`config.mk`:
```
export PLATFORM = sky130hd
export DESIGN_NAME = avalon_io_bridge
export DESIGN_NICKNAME = d
export VERILOG_FILES = /design/src/rtl/avalon_io_bridge.sv
export SDC_FILE = /design/constraint.sdc
export NUM_CORES = 1
export LEC_CHECK = 0
export ABC_AREA = 1
export CAP_MARGIN = 40
export CORE_ASPECT_RATIO = 1.4
export CORE_MARGIN = 2
export CORE_UTILIZATION = 43
export DETAILED_ROUTE_END_ITERATION = 6
export PLACE_DENSITY = 0.9
export SYNTH_ARGS = -nofsm -noshare
export SYNTH_HDL_FRONTEND = slang
export SYNTH_SLANG_ARGS = --single-unit
```
`constraint.sdc`:
```
create_clock -name clk -period 1.7 [get_ports clk]
set_input_delay 0.34 -clock clk [delete_from_list [all_inputs] [get_ports clk]]
set_output_delay 0.34 -clock clk [all_outputs]
set_load 0.005 [all_outputs]
```
`src/rtl/avalon_io_bridge.sv`:
```
`default_nettype none
// ============================================================================
//  Module      : avalon_io_bridge
//  Description : Avalon-MM slave front end for the input controller register
//                port. Turns one held Avalon read/write into a single-cycle
//                controller access, waits for completion (with a write
//                timeout), returns read data, raises a sticky error flag and
//                registers the controller interrupt toward the CPU.
//  Revision    : 1.0 - initial release
// ============================================================================
module avalon_io_bridge #(
    parameter int DATA_WIDTH     = 32,
    parameter int ADDR_WIDTH     = 2,
    parameter int TIMEOUT_CYCLES = 255
) (
    input  logic                  clk,
    input  logic                  rst_n,
    input  logic [ADDR_WIDTH-1:0] avs_address,
    input  logic                  avs_write,
    input  logic                  avs_read,
    input  logic [DATA_WIDTH-1:0] avs_writedata,
    output logic [DATA_WIDTH-1:0] avs_readdata,
    output logic                  avs_waitrequest,
    output logic                  ctl_we,
    output logic [ADDR_WIDTH-1:0] ctl_addr,
    output logic [DATA_WIDTH-1:0] ctl_wr_data,
    input  logic [DATA_WIDTH-1:0] ctl_rd_data,
    input  logic                  ctl_done,
    input  logic                  ctl_irq,
    output logic                  irq,
    output logic                  err,
    input  logic                  err_clr
);

    // Counter is one bit wider than needed so TIMEOUT_CYCLES-1 always fits.
    localparam int                c_cnt_w    = $clog2(TIMEOUT_CYCLES) + 1;
    localparam logic [c_cnt_w-1:0] c_cnt_last = c_cnt_w'(TIMEOUT_CYCLES - 1);

    typedef enum logic [2:0] {
        S_IDLE      = 3'd0,
        S_WR_STROBE = 3'd1,
        S_WR_WAIT   = 3'd2,
        S_RD_ADDR   = 3'd3,
        S_RD_CAPT   = 3'd4,
        S_ACK       = 3'd5
    } state_t;

    state_t                r_state;
    logic [c_cnt_w-1:0]    r_cnt;
    logic                  r_waitrequest;
    logic                  r_we;
    logic [ADDR_WIDTH-1:0] r_addr;
    logic [DATA_WIDTH-1:0] r_wr_data;
    logic [DATA_WIDTH-1:0] r_readdata;
    logic                  r_irq;
    logic                  r_err;

    // Transfer sequencer; every output is registered, so waitrequest is
    // dropped on the edge that enters ACK and restored on the edge leaving it.
    always_ff @(posedge clk or negedge rst_n) begin
        if (!rst_n) begin
            r_state       <= S_IDLE;
            r_cnt         <= '0;
            r_waitrequest <= 1'b1;
            r_we          <= 1'b0;
            r_addr        <= '0;
            r_wr_data     <= '0;
            r_readdata    <= '0;
            r_err         <= 1'b0;
        end else begin
            r_we          <= 1'b0;
            r_waitrequest <= 1'b1;
            // Clear first so that a set later in this block takes priority.
            if (err_clr) begin
                r_err <= 1'b0;
            end
            case (r_state)
                S_IDLE: begin
                    if (avs_write) begin
                        r_addr    <= avs_address;
                        r_wr_data <= avs_writedata;
                        r_we      <= 1'b1;
                        r_state   <= S_WR_STROBE;
                        if (avs_read) begin
                            r_err <= 1'b1;
                        end
                    end else if (avs_read) begin
                        r_addr  <= avs_address;
                        r_state <= S_RD_ADDR;
                    end
                end
                S_WR_STROBE: begin
                    r_cnt <= '0;
                    if (ctl_done) begin
                        r_waitrequest <= 1'b0;
                        r_state       <= S_ACK;
                    end else begin
                        r_state <= S_WR_WAIT;
                    end
                end
                S_WR_WAIT: begin
                    if (ctl_done) begin
                        r_waitrequest <= 1'b0;
                        r_state       <= S_ACK;
                    end else if (r_cnt == c_cnt_last) begin
                        r_waitrequest <= 1'b0;
                        r_err         <= 1'b1;
                        r_state       <= S_ACK;
                    end else begin
                        r_cnt <= r_cnt + 1'b1;
                    end
                end
                S_RD_ADDR: begin
                    r_state <= S_RD_CAPT;
                end
                S_RD_CAPT: begin
                    r_readdata    <= ctl_rd_data;
                    r_waitrequest <= 1'b0;
                    r_state       <= S_ACK;
                end
                S_ACK: begin
                    r_state <= S_IDLE;
                end
                default: begin
                    r_state <= S_IDLE;
                end
            endcase
        end
    end

    // Interrupt is simply retimed by one cycle, independent of the sequencer.
    always_ff @(posedge clk or negedge rst_n) begin
        if (!rst_n) begin
            r_irq <= 1'b0;
        end else begin
            r_irq <= ctl_irq;
        end
    end

    assign avs_waitrequest = r_waitrequest;
    assign avs_readdata    = r_readdata;
    assign ctl_we          = r_we;
    assign ctl_addr        = r_addr;
    assign ctl_wr_data     = r_wr_data;
    assign irq             = r_irq;
    assign err             = r_err;

endmodule
`default_nettype wire

```
==> results.md <==
- Register Area: 2050 sq um
- Pre-CTS WS: 0.0175 ns
- Grt total ovfl: 0
- First-pass GRT wire length: 13500 um
- Postcts setup bufs: 0
- Crit Path Category: flop to primary output
- DIE AREA: 8780 sq um
- Hold WS: 0.416 ns
- Hold_sp: ctl_irq
- Routed vias: 2864
- Arrival time at the worst endpoint: 1.27 ns
- # rows: 38
- Hold Vio Cnt, Final: 0
- Average wire per standard cell: 14.0 um
- Max-slew headroom: 66.3%
- Crit share post-route: 94.5%
- Slowest-stage cell, CP: clkdlybuf4s50_1
- DIE WIDTH: 79.8 um
- CORE AREA: 7800 sq um
- Synth Register Bits: 82
- Commonest non-fill, non-tap cell in the layout: nand2_1
- Port Buf Inserts: 142
- CP cell instances: clkdlybuf4s50_1
- Final setup vio count: 0
- CP Capture Type: primary output
- Design Area, Final: 5220 sq um
- Total global-route track usage: 20.3%
- Fin util: 66.9%
- Post-Layout Cell Count: 602
- Io pins: 143
- Static leakage: 2.41 nW
- Ys Warns: 0
- Worst Path Buf+Inv: 1
- Clock latency on the worst-skew pair: 0.35 ns
- Syn_area_per_cell: 9.98 sq um
- Req. time, crit path: 1.36 ns
- Hold Crit Class: input pin to flop
- RSZ-0062 raised after global routing: no
- Die Height: 110 um
- Final slew viol count: 0
- Mapped Area: 3450 sq um
- Drt drc: 0
- Actual slew at the worst max-slew pin: 0.504 ns
- H-tree lvl count: 3
- Power per Cell Area: 1630 nW/um^2
- Worst setup margin: 0.0933 ns
- Syn Nets: 421
- Worst-path clk slew: 0.09 ns
- Hold path endpoint: irq
- Reg2Reg Setup Slack: 0.21 ns
- Maximum vdd ir drop: 0.893 mV
- Clock root cell: clkbuf_8
- Max incr delay on CP: 0.53 ns
- Fraction of layout cells with a size suffix above 1: 11.2%
- RR Startpoint: r_state[0]
- DR vias/cell: 4.76
- Hold depth: 1
- Starting DRC count in detailed routing: 129
- Max_cap viols: 0
- Setup TNS: 0 ns
- Crit-path max FO: 2
- F_max: 622 MHz
- Clk sinks: 82
- TritonCTS clock tree: done
- Setup Skew: 0.00693 ns
- Layout net count: 572
- Top layer in use: met4
- Synth Instances: 346
- HPWL after DPL: 6340 um
- Routed length on met1: 3180 um
- Initial antenna violation count: 0
- Most frequent cells in the layout: nand2_1 (149), clkdlybuf4s50_1 (140), dfrtp_1 (81)
- Register area share after synthesis: 59.4%
- Pin count of the biggest net entering global routing: 37
- # fillers: 584
- Routed wire length: 8430 um
- Ant diodes: 0
- Cell family with most CP delay: buffers and inverters
- Buffer depth of the longest clock path: 2
- DR WL met2: 4460 um
- Routability cong.: 0.828
- WL met3: 528 um
- Vias in the first global route: 2947
- Area Overhead vs Synth: 51.0%
- Reg-to-reg endpoint: r_cnt[1]
- Initial Util: 44.3%
- Multi-input combinational cell area: 1250 sq um
- Total design power: 8.52 mW
- Total CTS buffers: 9
- Unique masters post-synth: 24
- Antenna Nets Post-Route: 0
- Min cycle time layout: 1.61 ns
- Status: complete, no violations
- # placed instances: 585
- R2R cell count: 6
- DR pass1 iterations: 4
- Setup crit start kind: flop
- Placed Area: 4980 sq um
[logic make-up after synthesis]
logic type	Yosys count	synth area share (%)
AOI/OAI and AO/OA	12	2.10
xor gates and xnor gates	1	0.254
adders and majority gates	2	0.724
buffers and inverters	29	4.45
DFF	82	59.4
muxes	32	10.4
and+or+nand+nor	188	22.6
[repair_timing]
item / in CTS / in global routing
gates resized for setup: 1 / 0
hold endpoints to repair: 29 / 0
setup endpoints to repair: 1 / 0
hold buffers: 1 / 0
[flip-flops by register name (all words and copies together) (netlist names)]
name             flops
avs_readdata        32
ctl_wr_data         32
r_cnt                9
r_state              3
ctl_addr             2
avs_waitrequest      1
ctl_we               1
err                  1
irq                  1
[layout make-up]
class	instances	area share, %
Sequential cell	82	39.4
Clock buffer	10	2.64
Inverter	19	1.37
Multi-Input combinational cell	235	23.9
Tap cell	100	2.40
Clock inverter	6	1.70
Timing Repair Buffer	150	28.6
[how the worst max path moves through the flow]
stage / start / endpoint / slack (ns) / cells past startpoint
after floorplan: r_cnt[0] / r_cnt[1] / 0.40 / 8
after global routing: avs_readdata[25] / avs_readdata[25] / 0.05 / 1
after global placement: avs_write / err / 0.08 / 5
final: avs_readdata[25] / avs_readdata[25] / 0.09 / 1
after CTS: avs_readdata[25] / avs_readdata[25] / 0.08 / 1
after detailed placement: avs_write / err / 0.02 / 5
[power by group]
group	leakage (nW)	total, mW	internal, mW	switching, mW
clock network	0.109	1.58	0.869	0.713
logic	1.29	3.64	2.18	1.45
registers	1.01	3.30	2.81	0.492
total	2.41	8.52	5.86	2.66
[metal layers]
| layer | track usage, % | vias to the layer above |
|---|---|---|
| li1 | - | 1384 |
| met1 | 21.7 | 1354 |
| met2 | 36.3 | 102 |
| met3 | 6.11 | 24 |
| met4 | 10.0 | 0 |
| met5 | 0 | - |
[cell usage after synthesis (all sizes together)]
cell type	instances	area (sq um)
nand2	154	606
buf	10	82.6
a21oi	1	8.76
nand3	14	75.1
inv	19	71.3
o21ai	8	40.0
o21bai	2	15.0
mux2	32	360
xnor2	1	8.76
nor2	19	93.8
or2	1	6.26
ha	2	25.0
dfrtp	81	2030
dfstp	1	26.3
o221ai	1	8.76
No activity file was read; power rests on OpenSTA's default activity.
